--- config.mk ---
export PLATFORM = sky130hd
export DESIGN_NAME = o_ru_rst_seq
export DESIGN_NICKNAME = d
export VERILOG_FILES = /design/src/rtl/o_ru_rst_seq_pkg.sv /design/src/rtl/o_ru_rst_seq_cnt.sv /design/src/rtl/o_ru_rst_seq.sv
export SDC_FILE = /design/constraint.sdc
export NUM_CORES = 1
export LEC_CHECK = 0
export CORE_AREA = 2 2 54 56
export CTS_BUF_LIST = sky130_fd_sc_hd__clkbuf_16
export CTS_CLUSTER_DIAMETER = 150
export DETAILED_ROUTE_END_ITERATION = 10
export DIE_AREA = 0 0 56 58
export PLACE_DENSITY = 0.82
export SETUP_SLACK_MARGIN = 0.02
export SYNTH_ARGS = -nofsm -noshare
export SYNTH_HDL_FRONTEND = slang
export SYNTH_SLANG_ARGS = --single-unit
--- constraint.sdc ---
create_clock -name clk -period 6.35 [get_ports clk]
set_clock_uncertainty 0.05 [all_clocks]
set_input_delay 1.27 -clock clk [delete_from_list [all_inputs] [get_ports clk]]
set_output_delay 1.27 -clock clk [all_outputs]
set_load 0.01 [all_outputs]
--- src/rtl/o_ru_rst_seq_pkg.sv ---
// Shared types and defaults for the O-RU staged reset sequencer.
// The optional ready-timeout feature is enabled by defining O_RU_RST_SEQ_TIMEOUT_EN.
package o_ru_rst_seq_pkg;

  typedef enum logic [1:0] {
    SEQ_HOLD     = 2'd0,
    SEQ_WAIT_ACK = 2'd1,
    SEQ_DONE     = 2'd2,
    SEQ_ERROR    = 2'd3
  } seq_state_e;

  localparam int DEF_NUM_STAGES     = 4;
  localparam int DEF_HOLD_CYCLES    = 16;
  localparam int DEF_TIMEOUT_CYCLES = 1024;
  localparam int DEF_CNT_W          = 16;

  // Width of a stage index; never narrower than one bit.
  function automatic int cur_w(input int n);
    return (n > 1) ? $clog2(n) : 1;
  endfunction

endpackage

--- src/rtl/o_ru_rst_seq_cnt.sv ---
// Loadable down-counter with zero flag. It is shared between the per-stage
// hold interval and the ready-wait timeout, so it saturates at zero rather
// than wrapping.
module o_ru_rst_seq_cnt #(
  parameter int                     CNT_W   = 16,
  parameter logic [CNT_W-1:0]       RST_VAL = '0
) (
  input  logic             clk,
  input  logic             rst,
  input  logic             load,
  input  logic [CNT_W-1:0] load_val,
  output logic [CNT_W-1:0] cnt,
  output logic             zero
);

  // Reset to RST_VAL, load on request, otherwise count down until zero.
  always_ff @(posedge clk) begin
    if (rst) begin
      cnt <= RST_VAL;
    end else if (load) begin
      cnt <= load_val;
    end else if (cnt != '0) begin
      cnt <= cnt - 1'b1;
    end
  end

  assign zero = (cnt == '0);

endmodule

--- src/rtl/o_ru_rst_seq.sv ---
// O-RU staged reset sequencer: releases NUM_STAGES downstream resets one at
// a time, holding each for HOLD_CYCLES and waiting for that stage's ready
// acknowledge before moving on. Define O_RU_RST_SEQ_TIMEOUT_EN to add a
// per-stage ready timeout that raises a sticky seq_err and re-asserts all
// stage resets.
//
// Handshake: stage_rdy[k] is a level acknowledge sampled only while stage k
// is the stage in progress and its reset has been released; it is consumed on
// the first such edge it is high. No ready/valid back-pressure is involved.
module o_ru_rst_seq
  import o_ru_rst_seq_pkg::*;
#(
  parameter int NUM_STAGES     = DEF_NUM_STAGES,
  parameter int HOLD_CYCLES    = DEF_HOLD_CYCLES,
  parameter int TIMEOUT_CYCLES = DEF_TIMEOUT_CYCLES,
  parameter int CNT_W          = DEF_CNT_W
) (
  input  logic                             clk,
  input  logic                             rst,
  input  logic                             soft_rst_req,
  input  logic [NUM_STAGES-1:0]            stage_rdy,
  output logic [NUM_STAGES-1:0]            stage_rst,
  output logic [cur_w(NUM_STAGES)-1:0]     cur_stage,
  output logic                             seq_done,
  output logic                             seq_err,
  output seq_state_e                       dbg_state
);

  localparam int                CUR_W   = cur_w(NUM_STAGES);
  localparam logic [CNT_W-1:0]  HOLD_LD = CNT_W'(HOLD_CYCLES);
  localparam logic [CNT_W-1:0]  WAIT_LD = CNT_W'(TIMEOUT_CYCLES);
  localparam logic [CUR_W-1:0]  LAST    = CUR_W'(NUM_STAGES - 1);

  seq_state_e             state_q, state_n;
  logic [NUM_STAGES-1:0]  rst_q, rst_n;
  logic [CUR_W-1:0]       cur_q, cur_n;
  logic                   done_q, done_n;
  logic                   cnt_load;
  logic [CNT_W-1:0]       cnt_val;
  logic [CNT_W-1:0]       cnt;
  logic                   cnt_zero;

  // One counter serves both the hold interval and the ready-wait timeout.
  // Loading the wait value is harmless when the timeout is compiled out.
  o_ru_rst_seq_cnt #(
    .CNT_W   (CNT_W),
    .RST_VAL (HOLD_LD)
  ) u_cnt (
    .clk      (clk),
    .rst      (rst),
    .load     (cnt_load),
    .load_val (cnt_val),
    .cnt      (cnt),
    .zero     (cnt_zero)
  );

`ifdef O_RU_RST_SEQ_TIMEOUT_EN
  logic err_q, err_n;
`endif

  // Next-state and next-output logic; soft restart overrides everything
  // except the synchronous rst handled in the register block.
  always_comb begin
    state_n  = state_q;
    rst_n    = rst_q;
    cur_n    = cur_q;
    done_n   = done_q;
    cnt_load = 1'b0;
    cnt_val  = HOLD_LD;
`ifdef O_RU_RST_SEQ_TIMEOUT_EN
    err_n    = err_q;
`endif
    if (soft_rst_req) begin
      state_n  = SEQ_HOLD;
      rst_n    = '1;
      cur_n    = '0;
      done_n   = 1'b0;
      cnt_load = 1'b1;
      cnt_val  = HOLD_LD;
`ifdef O_RU_RST_SEQ_TIMEOUT_EN
      err_n    = 1'b0;
`endif
    end else begin
      case (state_q)
        SEQ_HOLD: begin
          if (cnt_zero) begin
            rst_n[cur_q] = 1'b0;
            state_n      = SEQ_WAIT_ACK;
            cnt_load     = 1'b1;
            cnt_val      = WAIT_LD;
          end
        end
        SEQ_WAIT_ACK: begin
          if (stage_rdy[cur_q]) begin
            if (cur_q == LAST) begin
              done_n  = 1'b1;
              state_n = SEQ_DONE;
            end else begin
              cur_n    = cur_q + 1'b1;
              cnt_load = 1'b1;
              cnt_val  = HOLD_LD;
              state_n  = SEQ_HOLD;
            end
          end
`ifdef O_RU_RST_SEQ_TIMEOUT_EN
          else if (cnt_zero) begin
            err_n   = 1'b1;
            rst_n   = '1;
            state_n = SEQ_ERROR;
          end
`endif
        end
        SEQ_DONE: begin
          state_n = SEQ_DONE;
        end
`ifdef O_RU_RST_SEQ_TIMEOUT_EN
        SEQ_ERROR: begin
          state_n = SEQ_ERROR;
        end
`endif
        default: begin
          state_n = SEQ_HOLD;
        end
      endcase
    end
  end

  // State and registered outputs; rst aborts with every stage held in reset.
  always_ff @(posedge clk) begin
    if (rst) begin
      state_q <= SEQ_HOLD;
      rst_q   <= '1;
      cur_q   <= '0;
      done_q  <= 1'b0;
    end else begin
      state_q <= state_n;
      rst_q   <= rst_n;
      cur_q   <= cur_n;
      done_q  <= done_n;
    end
  end

`ifdef O_RU_RST_SEQ_TIMEOUT_EN
  // Sticky timeout flag, cleared only by rst or a soft restart.
  always_ff @(posedge clk) begin
    if (rst) begin
      err_q <= 1'b0;
    end else begin
      err_q <= err_n;
    end
  end
  assign seq_err = err_q;
`else
  assign seq_err = 1'b0;
`endif

  assign stage_rst = rst_q;
  assign cur_stage = cur_q;
  assign seq_done  = done_q;
  assign dbg_state = state_q;

endmodule
==> results of run 1 <==
power by group:
| part | internal, uW | switching, uW | total [uW] |
|---|---|---|---|
| combinational | 33.6 | 48.1 | 81.7 |
| sequential | 165 | 10.2 | 175 |
| clock | 84.1 | 52.8 | 137 |
| total | 283 | 111 | 394 |
kinds of logic after synthesis:
logic type                 after synthesis
muxes                                    7
DFF                                     25
AOI/OAI and AO/OA                       24
buffers and inverters                    7
adders and majority gates                6
and+or+nand+nor                         65
xor gates and xnor gates                 7
other                                    1
worst paths after layout:
| check | startpoint | end | depth (start not counted) |
|---|---|---|---|
| setup / recovery | soft_rst_req | u_cnt.cnt[1]$_SDFFE_PP0P_ | 5 |
| hold / removal | seq_done$_SDFFE_PP0P_ | seq_done$_SDFFE_PP0P_ | 2 |
| setup reg to reg | cur_stage[1]$_SDFFE_PP0P_ | u_cnt.cnt[1]$_SDFFE_PP0P_ | 5 |
| hold reg to reg | seq_done$_SDFFE_PP0P_ | seq_done$_SDFFE_PP0P_ | 2 |
state kept, by name (all words and copies together) (netlist names):
name	cells
u_cnt.cnt	16
seq_done	1
cur_stage	2
dbg_state	2
stage_rst	4
metal layers:
metal  up-vias  track usage, %  share of wire (%)
met4         0           4.082               0.82
li1        547               -                  -
met2        24           29.75                 49
met1       507           18.72                 46
met5         -               0                  0
met3         4           5.134                4.6
worst max-delay path, cell delays in order:
cell	delay (ns)
clkdlybuf4s50_1	0.44
or2_2	0.40
a211oi_2	0.52
nand2_1	0.38
a211oi_1	0.30
cells in the mapped netlist, types with 2 or more instances:
cell | instances | area (um^2)
nor2_1 | 16 | 60.06
a21o_1 | 4 | 30.03
nand3b_1 | 5 | 37.54
a21oi_1 | 6 | 30.03
o21ai_0 | 2 | 10.01
nand3_1 | 6 | 30.03
a31oi_1 | 3 | 18.77
nor4_1 | 6 | 37.54
nand2_1 | 13 | 48.80
xor2_1 | 6 | 52.55
inv_1 | 5 | 18.77
dfxtp_1 | 25 | 500.5
and2_1 | 2 | 12.51
or4_1 | 2 | 15.01
nor3_1 | 3 | 15.01
o31a_1 | 2 | 17.52
mux2i_1 | 7 | 70.07
and3_1 | 2 | 12.51
ha_1 | 6 | 75.07
nand2b_1 | 2 | 12.51
cell type report:
cell class                 instances  area (um^2)  share of cell area (%)
clock buffer                       3        75.07                   4.938
clock inverter                     1        3.754                  0.2469
inverter                           5        18.77                   1.235
multi-input combinational        110        733.2                   48.23
sequential                        25        500.5                   32.92
tap                               31        38.79                   2.551
timing repair buffer              15        150.1                   9.877
layout by cell type (no fill, tap or decap), drive strengths merged, types with 3 or more instances in the layout:
master,instances
nor2,16
a31oi,3
nand3,6
clkdlybuf4s50,15
ha,6
or4,3
dfxtp,25
nor4,7
nor3,3
nand2,13
a21oi,6
xor2,6
a21o,4
inv,6
and2,3
clkbuf,3
nand3b,5
mux2i,7
through the flow:
stage	area (um^2)	setup WS, ns	power, uW
after global routing	1520	3.019	413.4
final	1520	3.154	393.9
after CTS	1520	3.172	395.8
after floorplan	1264	3.574	238.8
after detailed placement	1441	2.911	258.2
after global placement	1441	3.046	255.5
==> run summary, run 1 <==
Synth Area in XOR/XNOR - 4.851%
Multiplexer share of the synthesized area - 5.545%
Period utilization - 50.33%
Placed Instances - 186
Diode count - 0
DR vias - 1082
Total gr overflow - 0
Clock transition at path regs - 0.06 ns
Slew margin rel. - 57.78%
Synth Net Count - 155
Post-synth EDFFs - 0
Worst Path Required - 6.47 ns
Hold Path Class - flip-flop to flip-flop
CTS max path bufs - 2
Synth Area in Simple Gates - 28.22%
CTS tree - done
Final hold violation count - 0
Initial antenna violation count - 0
LEAKAGE - 0.0005433 uW
Wire per inst - 13.53 um
GRT Total Usage - 16.36%
H-Tree Depth - 1
Post-synthesis cell count - 142
Largest family of logic cells by synthesized area - simple AND/OR/NAND/NOR gates
CTS Root Buffer Type - clkbuf_16
Cell area after synthesis - 1264 um^2
Worst IR Drop VDD - 0.2553 mV
Max Clock Freq - 312.9 MHz
Mapped Avg Cell Area - 8.899 um^2
Fillers - 238
CTS Buf Count - 3
Synth Area in Adders - 5.941%
Hold Slack - 0.4060 ns
Clk_lat worst skew - 0.26 ns
Cts hold-fix bufs - 0
Synthesis-to-layout area growth - 20.30%
Post-route ant nets - 0
Layout cells sized above 1 - 4.403%
Max-capacitance violation count - 0
Worst setup SP type - primary input
Starting Density - 47.46%
Max FO, Critical Path - 10
Nets - 173
Port Buffers - 15
RSZ-0062 raised after global routing - false
Core area - 2663 um^2
Setup TNS - 0 ns
Pin count of the biggest net entering global routing - 14
Pwr/cell area - 259.1 nW/um^2
Slew @ Worst Pin - 0.6309 ns
Max-slew violations - 0
Row count - 19
Post-CTS Resized - 0
Synth Flop Type - dfxtp_1
Final setup viols - 0
Die height - 58 um
Post-synthesis cell type count - 39
Register-to-register setup slack - 4.07 ns
GPL Wtd Cong - 0.7856
DRT Pass-1 Iters - 4
Post-DR vias/cell - 5.695
Seq cells post-synth - 25
Clock Sinks - 25
DR iter-0 viols - 21
Critical path arrival - 3.32 ns
Post-layout minimum cycle time - 3.196 ns
Non-Filler Instances - 190
Die area - 3248 um^2
Outcome - complete, no violations
Seq/Total Area, Yosys - 39.60%
Post-CTS setup buffers - 0
Ys async rst share - 0%
Critical path capture point type - flip-flop
Critical path type - primary input to flip-flop
Vias in the first global route - 1040
Dpl hpwl - 1.823 mm
I/O pin count - 17
Yosys warnings - 0
Wire length of the first global-routing pass - 4.298 mm
Post-Route Utilization - 57.10%
Final wirelength - 2.570 mm
Synth Area in Compound Gates - 13.17%
Die Wd - 56 um
DRC Markers - 0
Power figures use the tool's default switching activity.
==> run 2: changes to the inputs <==
==> constraint.sdc (replaced) <==
create_clock -name clk -period 3 [get_ports clk]
set_clock_uncertainty 0.05 [all_clocks]
set_input_delay 0.6 -clock clk [delete_from_list [all_inputs] [get_ports clk]]
set_output_delay 0.6 -clock clk [all_outputs]
set_load 0.01 [all_outputs]
==> run 2 against run 1 <==
Setup slack got worse by 2.7 ns; critical endpoint unchanged; global-route usage grew 0.51 points; worst hold slack improved by 0.0026 ns; clock power up 120%; highest routed layer unchanged; critical path depth stayed put; design area about the same; largest power group unchanged.
==> run summary, run 2 (synthesis results as in run 1) <==
Vias in the first global route - 1077 (+3.6%)
Clk_lat worst skew - 0.26 ns (about the same)
Non-Filler Instances - 190 (unchanged)
Pin count of the biggest net entering global routing - 15 (+1)
Hold Path Class - flip-flop to flip-flop
Sw Ratio - 28.18% (-0.035 points)
Slew @ Worst Pin - 0.6249 ns (-0.006019 ns)
Max-capacitance violation count - 0 (unchanged)
Diode count - 0 (unchanged)
Row count - 19 (unchanged)
Seq pwr share - 44.3% (-0.2 points)
CTS Root Buffer Type - clkbuf_16
Critical path arrival - 2.63 ns (-0.69 ns)
Critical path capture point type - flip-flop
Wire per inst - 12.78 um (-5.5%)
Clock Sinks - 25 (unchanged)
Final wirelength - 2.429 mm (-5.5%)
Core area - 2663 um^2 (unchanged)
Combinational share of power - 20.4% (-0.3 points)
Post-layout minimum cycle time - 2.502 ns
CTS Buf Count - 3 (unchanged)
Post-route ant nets - 0 (unchanged)
Most frequent cells in the layout - 25 x dfxtp_1, 16 x nor2_1, 15 x clkdlybuf4s50_1
Post-CTS setup buffers - 0 (unchanged)
Slew margin rel. - 57.75% (about the same)
RSZ-0062 raised after global routing - false
Clock transition at path regs - 0.06 ns (about the same)
H-Tree Depth - 1 (unchanged)
Worst IR Drop VDD - 0.3773 mV (+48%)
Post-DR vias/cell - 5.658 (-0.65%)
Max-slew violations - 0 (unchanged)
Critical path type - primary input to flip-flop
Port Buffers - 15 (unchanged)
Final setup viols - 0 (unchanged)
Cts hold-fix bufs - 0 (unchanged)
Clk pwr share - 35.3% (+0.5 points)
Final hold violation count - 0 (unchanged)
P_int - 600.4 uW (+110%)
DR vias - 1075 (-0.65%)
Wire length of the first global-routing pass - 4.450 mm (+3.5%)
Number of flip-flops in the largest register - 16 (unchanged)
Sequential cell area - 500.5 um^2 (unchanged)
Starting Density - 47.46% (unchanged)
Top reg by flops - u_cnt.cnt
CTS tree - done
Final Worst Setup Slack - 0.4977 ns (-2.656 ns)
GPL Wtd Cong - 0.7854 (about the same)
Period utilization - 83.41%
Die height - 58 um (unchanged)
Most common cell after layout, fill and taps aside - dfxtp_1
Initial antenna violation count - 0 (unchanged)
Placed Instances - 186 (unchanged)
Synthesis-to-layout area growth - 20.40% (about the same)
Die area - 3248 um^2 (unchanged)
Pre-CTS WS - 0.2422 ns (-2.669 ns)
Multi-input logic area - 733.2 um^2 (unchanged)
I/O pin count - 17 (unchanged)
Max Clock Freq - 399.6 MHz
Fillers - 235 (-1.3%)
Worst setup SP type - primary input
Dpl hpwl - 1.804 mm (-1.0%)
Outcome - complete, no violations
CTS max path bufs - 2 (unchanged)
DRT Pass-1 Iters - 4 (unchanged)
GRT Total Usage - 16.87% (+0.51 points)
Total gr overflow - 0 (unchanged)
Pwr/cell area - 549.5 nW/um^2 (+110%)
Layout cells sized above 1 - 5.031% (+0.63 points)
DRC Markers - 0 (unchanged)
Worst Path Required - 3.12 ns (-3.35 ns)
Post-CTS Resized - 0 (unchanged)
LEAKAGE - 0.0005419 uW (-0.26%)
Setup TNS - 0 ns (unchanged)
DR iter-0 viols - 28 (+33%)
Max FO, Critical Path - 10 (unchanged)
NetSw - 235.6 uW (+110%)
Die Wd - 56 um (unchanged)
Nets - 173 (unchanged)
## run 2: cell count changes in the layout (fill, tap and decap cells not counted)
cell / previous run / this run
clkinv_2: 0 / 1
inv_1: 6 / 5
## run 2: cell type report
| cell class | count | share of cell area, % |
|---|---|---|
| multi-input cells | 110 | 48.19 |
| clock inverters | 1 | 0.3289 |
| well taps | 31 | 2.549 |
| repair buffers | 15 | 9.868 |
| inverters | 5 | 1.234 |
| flip-flops and latches | 25 | 32.89 |
| clock buffers | 3 | 4.934 |
## run 2: worst paths after layout
kind | from | to | slack, ns | cells after the start
max | soft_rst_req | u_cnt.cnt[1]$_SDFFE_PP0P_ | 0.50 | 5
min | stage_rst[1]$_SDFFE_PP1P_ | stage_rst[1]$_SDFFE_PP1P_ | 0.41 | 1
max reg2reg | cur_stage[1]$_SDFFE_PP0P_ | u_cnt.cnt[1]$_SDFFE_PP0P_ | 0.75 | 5
min reg2reg | stage_rst[1]$_SDFFE_PP1P_ | stage_rst[1]$_SDFFE_PP1P_ | 0.41 | 1
## run 2: metrics by stage
step / hold WS, ns / cell area (um^2) / total power (uW) / util (%)
finish: 0.4086 / 1521 / 836.0 / 57.14
detailed placement: 0.3916 / 1441 / 544.9 / 54.14
CTS: 0.4117 / 1521 / 841.1 / 57.14
global route: 0.4334 / 1521 / 880.9 / 57.14
global placement: 0.3900 / 1441 / 540.9 / 54.14
floorplan: 0.4020 / 1264 / 505.5 / -
## run 2: routing by layer
metal	global-route usage, %	part of all wire [%]
met1	21.47	48
met3	2.679	3.4
met5	0	0
met2	28.40	47
met4	7.483	1.6
## run 2: critical path, stage by stage
cell	delay, ns
clkdlybuf4s50_1	0.43
or2_2	0.40
a211oi_2	0.53
nand2_1	0.36
a211oi_1	0.30
## run 2: power groups by stage
| stage | Clock [uW] | Combinational (uW) | Sequential, uW |
|---|---|---|---|
| floorplan | 0 | 132 | 374 |
| global placement | 0 | 165 | 376 |
| detailed placement | 0 | 168 | 377 |
| CTS | 302 | 169 | 370 |
| global route | 312 | 195 | 374 |
| finish | 295 | 171 | 370 |
==> run 3: changes to the inputs <==
--- a/config.mk
+++ b/config.mk
@@ -5,11 +5,11 @@
 export SDC_FILE = /design/constraint.sdc
 export NUM_CORES = 1
 export LEC_CHECK = 0
-export CORE_AREA = 2 2 54 56
+export CORE_AREA = 2 2 55 57
 export CTS_BUF_LIST = sky130_fd_sc_hd__clkbuf_16
 export CTS_CLUSTER_DIAMETER = 150
 export DETAILED_ROUTE_END_ITERATION = 10
-export DIE_AREA = 0 0 56 58
+export DIE_AREA = 0 0 57 59
 export PLACE_DENSITY = 0.82
 export SETUP_SLACK_MARGIN = 0.02
 export SYNTH_ARGS = -nofsm -noshare
==> constraint.sdc (replaced) <==
create_clock -name clk -period 2.12 [get_ports clk]
set_clock_uncertainty 0.05 [all_clocks]
set_input_delay 0.424 -clock clk [delete_from_list [all_inputs] [get_ports clk]]
set_output_delay 0.424 -clock clk [all_outputs]
set_load 0.01 [all_outputs]
==> run 3 against run 2 <==
Register-to-register slack lost 0.65 ns; global-route usage decreased by 0.59 points; design area increased by 6.3%; routed wire length rose by 6.4%; clock power increased by 38%; highest routed layer unchanged; sequential power increased by 41%; sequential share of layout area shrank 1.8 points; largest cell class unchanged.
==> run summary, run 3 (synthesis results as in run 1) <==
GPL Wtd Cong - 0.8564 (+9.0%)
CTS tree - done
Pwr/cell area - 755.3 nW/um^2 (+37%)
Finished Cell Area - 1618 um^2 (+6.3%)
End of the worst hold path - stage_rst[2]$_SDFFE_PP1P_
Final Worst Setup Slack - 0.1020 ns (-0.3957 ns)
Fillers - 236 (+0.43%)
Core area - 2710 um^2 (+1.8%)
Critical path arrival - 2.16 ns (-0.47 ns)
Worst hold stages - 1 (unchanged)
DR iter-0 viols - 40 (+43%)
Max stage delay cell, worst path - or4_4
RSZ-0062 raised after global routing - false
Nets - 184 (+6.4%)
Port Buffers - 15 (unchanged)
Critical Path Start - u_cnt.cnt[0]$_SDFFE_PP0P_
Hold Path Class - flip-flop to flip-flop
Wire per inst - 12.86 um (+0.60%)
Final setup viols - 0 (unchanged)
Worst Path Required - 2.27 ns (-0.85 ns)
CTS Root Buffer Type - clkbuf_16
H-Tree Depth - 1 (unchanged)
DR vias - 1112 (+3.4%)
Post-Route Utilization - 59.70% (+2.6 points)
Max stage delay on crit path - 0.54 ns (about the same)
Final wirelength - 2.585 mm (+6.4%)
I/O pin count - 17 (unchanged)
Final hold violation count - 0 (unchanged)
Setup TNS - 0 ns (unchanged)
Register-to-register setup slack - 0.10 ns (-0.65 ns)
Post-DR vias/cell - 5.532 (-2.2%)
Worst setup SP type - flip-flop
Multi-input logic area - 745.7 um^2 (+1.7%)
Clk_lat worst skew - 0.26 ns (about the same)
Placed Area - 1524 um^2 (+5.7%)
Max FO, Critical Path - 4 (-6)
Pin count of the biggest net entering global routing - 14 (-1)
Die height - 59 um (+1.7%)
Die area - 3363 um^2 (+3.5%)
Clock Sinks - 25 (unchanged)
Initial antenna violation count - 0 (unchanged)
Critical path capture point type - flip-flop
Most frequent cells in the layout - 23 x dfxtp_1, 15 x nor2_1, 15 x clkdlybuf4s50_1
Max-capacitance violation count - 0 (unchanged)
Number of flip-flops in the largest register - 16 (unchanged)
Max Clock Freq - 495.5 MHz
CTS max path bufs - 2 (unchanged)
Layout cells sized above 1 - 13.53% (+8.5 points)
Synthesis-to-layout area growth - 28.02%
Diode count - 0 (unchanged)
Row count - 19 (unchanged)
Critical path type - flip-flop to flip-flop
CP Cell Sequence - inv_1 -> ha_1 -> and3_1 -> or4_4 -> or4_1 -> a21oi_2
Most common cell after layout, fill and taps aside - dfxtp_1
Period utilization - 95.19%
Post-layout minimum cycle time - 2.018 ns
Min-delay src - stage_rst[2]$_SDFFE_PP1P_
Dpl hpwl - 1.996 mm (+11%)
Reg2Reg Depth - 6 (+1)
Clock transition at path regs - 0.06 ns (about the same)
DRT Pass-1 Iters - 4 (unchanged)
R2R Path End - u_cnt.cnt[15]$_SDFFE_PP0P_
Max-slew violations - 0 (unchanged)
Top reg by flops - u_cnt.cnt
Reg2reg start - u_cnt.cnt[0]$_SDFFE_PP0P_
Post-route ant nets - 0 (unchanged)
Total gr overflow - 0 (unchanged)
Die Wd - 57 um (+1.8%)
CTS Buf Count - 3 (unchanged)
Wire length of the first global-routing pass - 4.367 mm (-1.9%)
Outcome - complete, no violations
Cts hold-fix bufs - 0 (unchanged)
Starting Density - 46.63% (-0.83 points)
GRT Total Usage - 16.28% (-0.59 points)
Vias in the first global route - 1060 (-1.6%)
Hold Slack - 0.4028 ns (-0.005728 ns)
Worst IR Drop VDD - 0.4693 mV (+24%)
Post-CTS Resized - 0 (unchanged)
Sequential cell area - 503.0 um^2 (+0.50%)
LEAKAGE - 0.0005980 uW (+10%)
DRC Markers - 0 (unchanged)
Pre-CTS WS - -0.01100 ns (-0.2532 ns)
Post-CTS setup buffers - 0 (unchanged)
## run 3: routing by layer
metal	vias to the layer above	part of all wire [%]	routed length, um	GRT usage [%]
met4	0	0.74	19	4.983
li1	564	-	-	-
met5	-	0	0	0
met1	519	45	1155	19.02
met3	2	3.9	101	2.838
met2	27	51	1308	30.38
## run 3: area by class of cell
cell class	instances	area share, %
Clock inverter	1	0.2320
Tap cell	31	2.398
Inverter	5	1.160
Timing Repair Buffer	26	14.39
Sequential cell	25	31.09
Multi-Input combinational cell	110	46.09
Clock buffer	3	4.640
## run 3: worst max-delay path by stage
stage / to / cells after the start
5_1_grt: u_cnt.cnt[15]$_SDFFE_PP0P_ / 6
4_1_cts: u_cnt.cnt[15]$_SDFFE_PP0P_ / 6
3_5_place_dp: u_cnt.cnt[9]$_SDFFE_PP0P_ / 7
6_report: u_cnt.cnt[15]$_SDFFE_PP0P_ / 6
3_3_place_gp: u_cnt.cnt[9]$_SDFFE_PP0P_ / 7
2_1_floorplan: u_cnt.cnt[15]$_SDFFE_PP0P_ / 4
## run 3: critical path: cells and delay by family (launching register included)
kind | cells | cell delay (ns)
flops | 1 | 0.34
buf+inv | 1 | 0.08
simple gates | 3 | 1.14
compound gates | 1 | 0.12
fa+ha+maj | 1 | 0.21
## run 3: stage by stage
step	std cells	total power [uW]
6_report	201	1222
4_1_cts	201	1222
2_1_floorplan	142	715.4
3_3_place_gp	197	801.7
5_1_grt	201	1281
3_5_place_dp	197	815.5
## run 3: power by group
part | internal (uW) | switching, uW | total [uW]
sequential | 496 | 27.2 | 523
clock | 252 | 156 | 407
combinational | 134 | 158 | 292
total | 881 | 341 | 1220
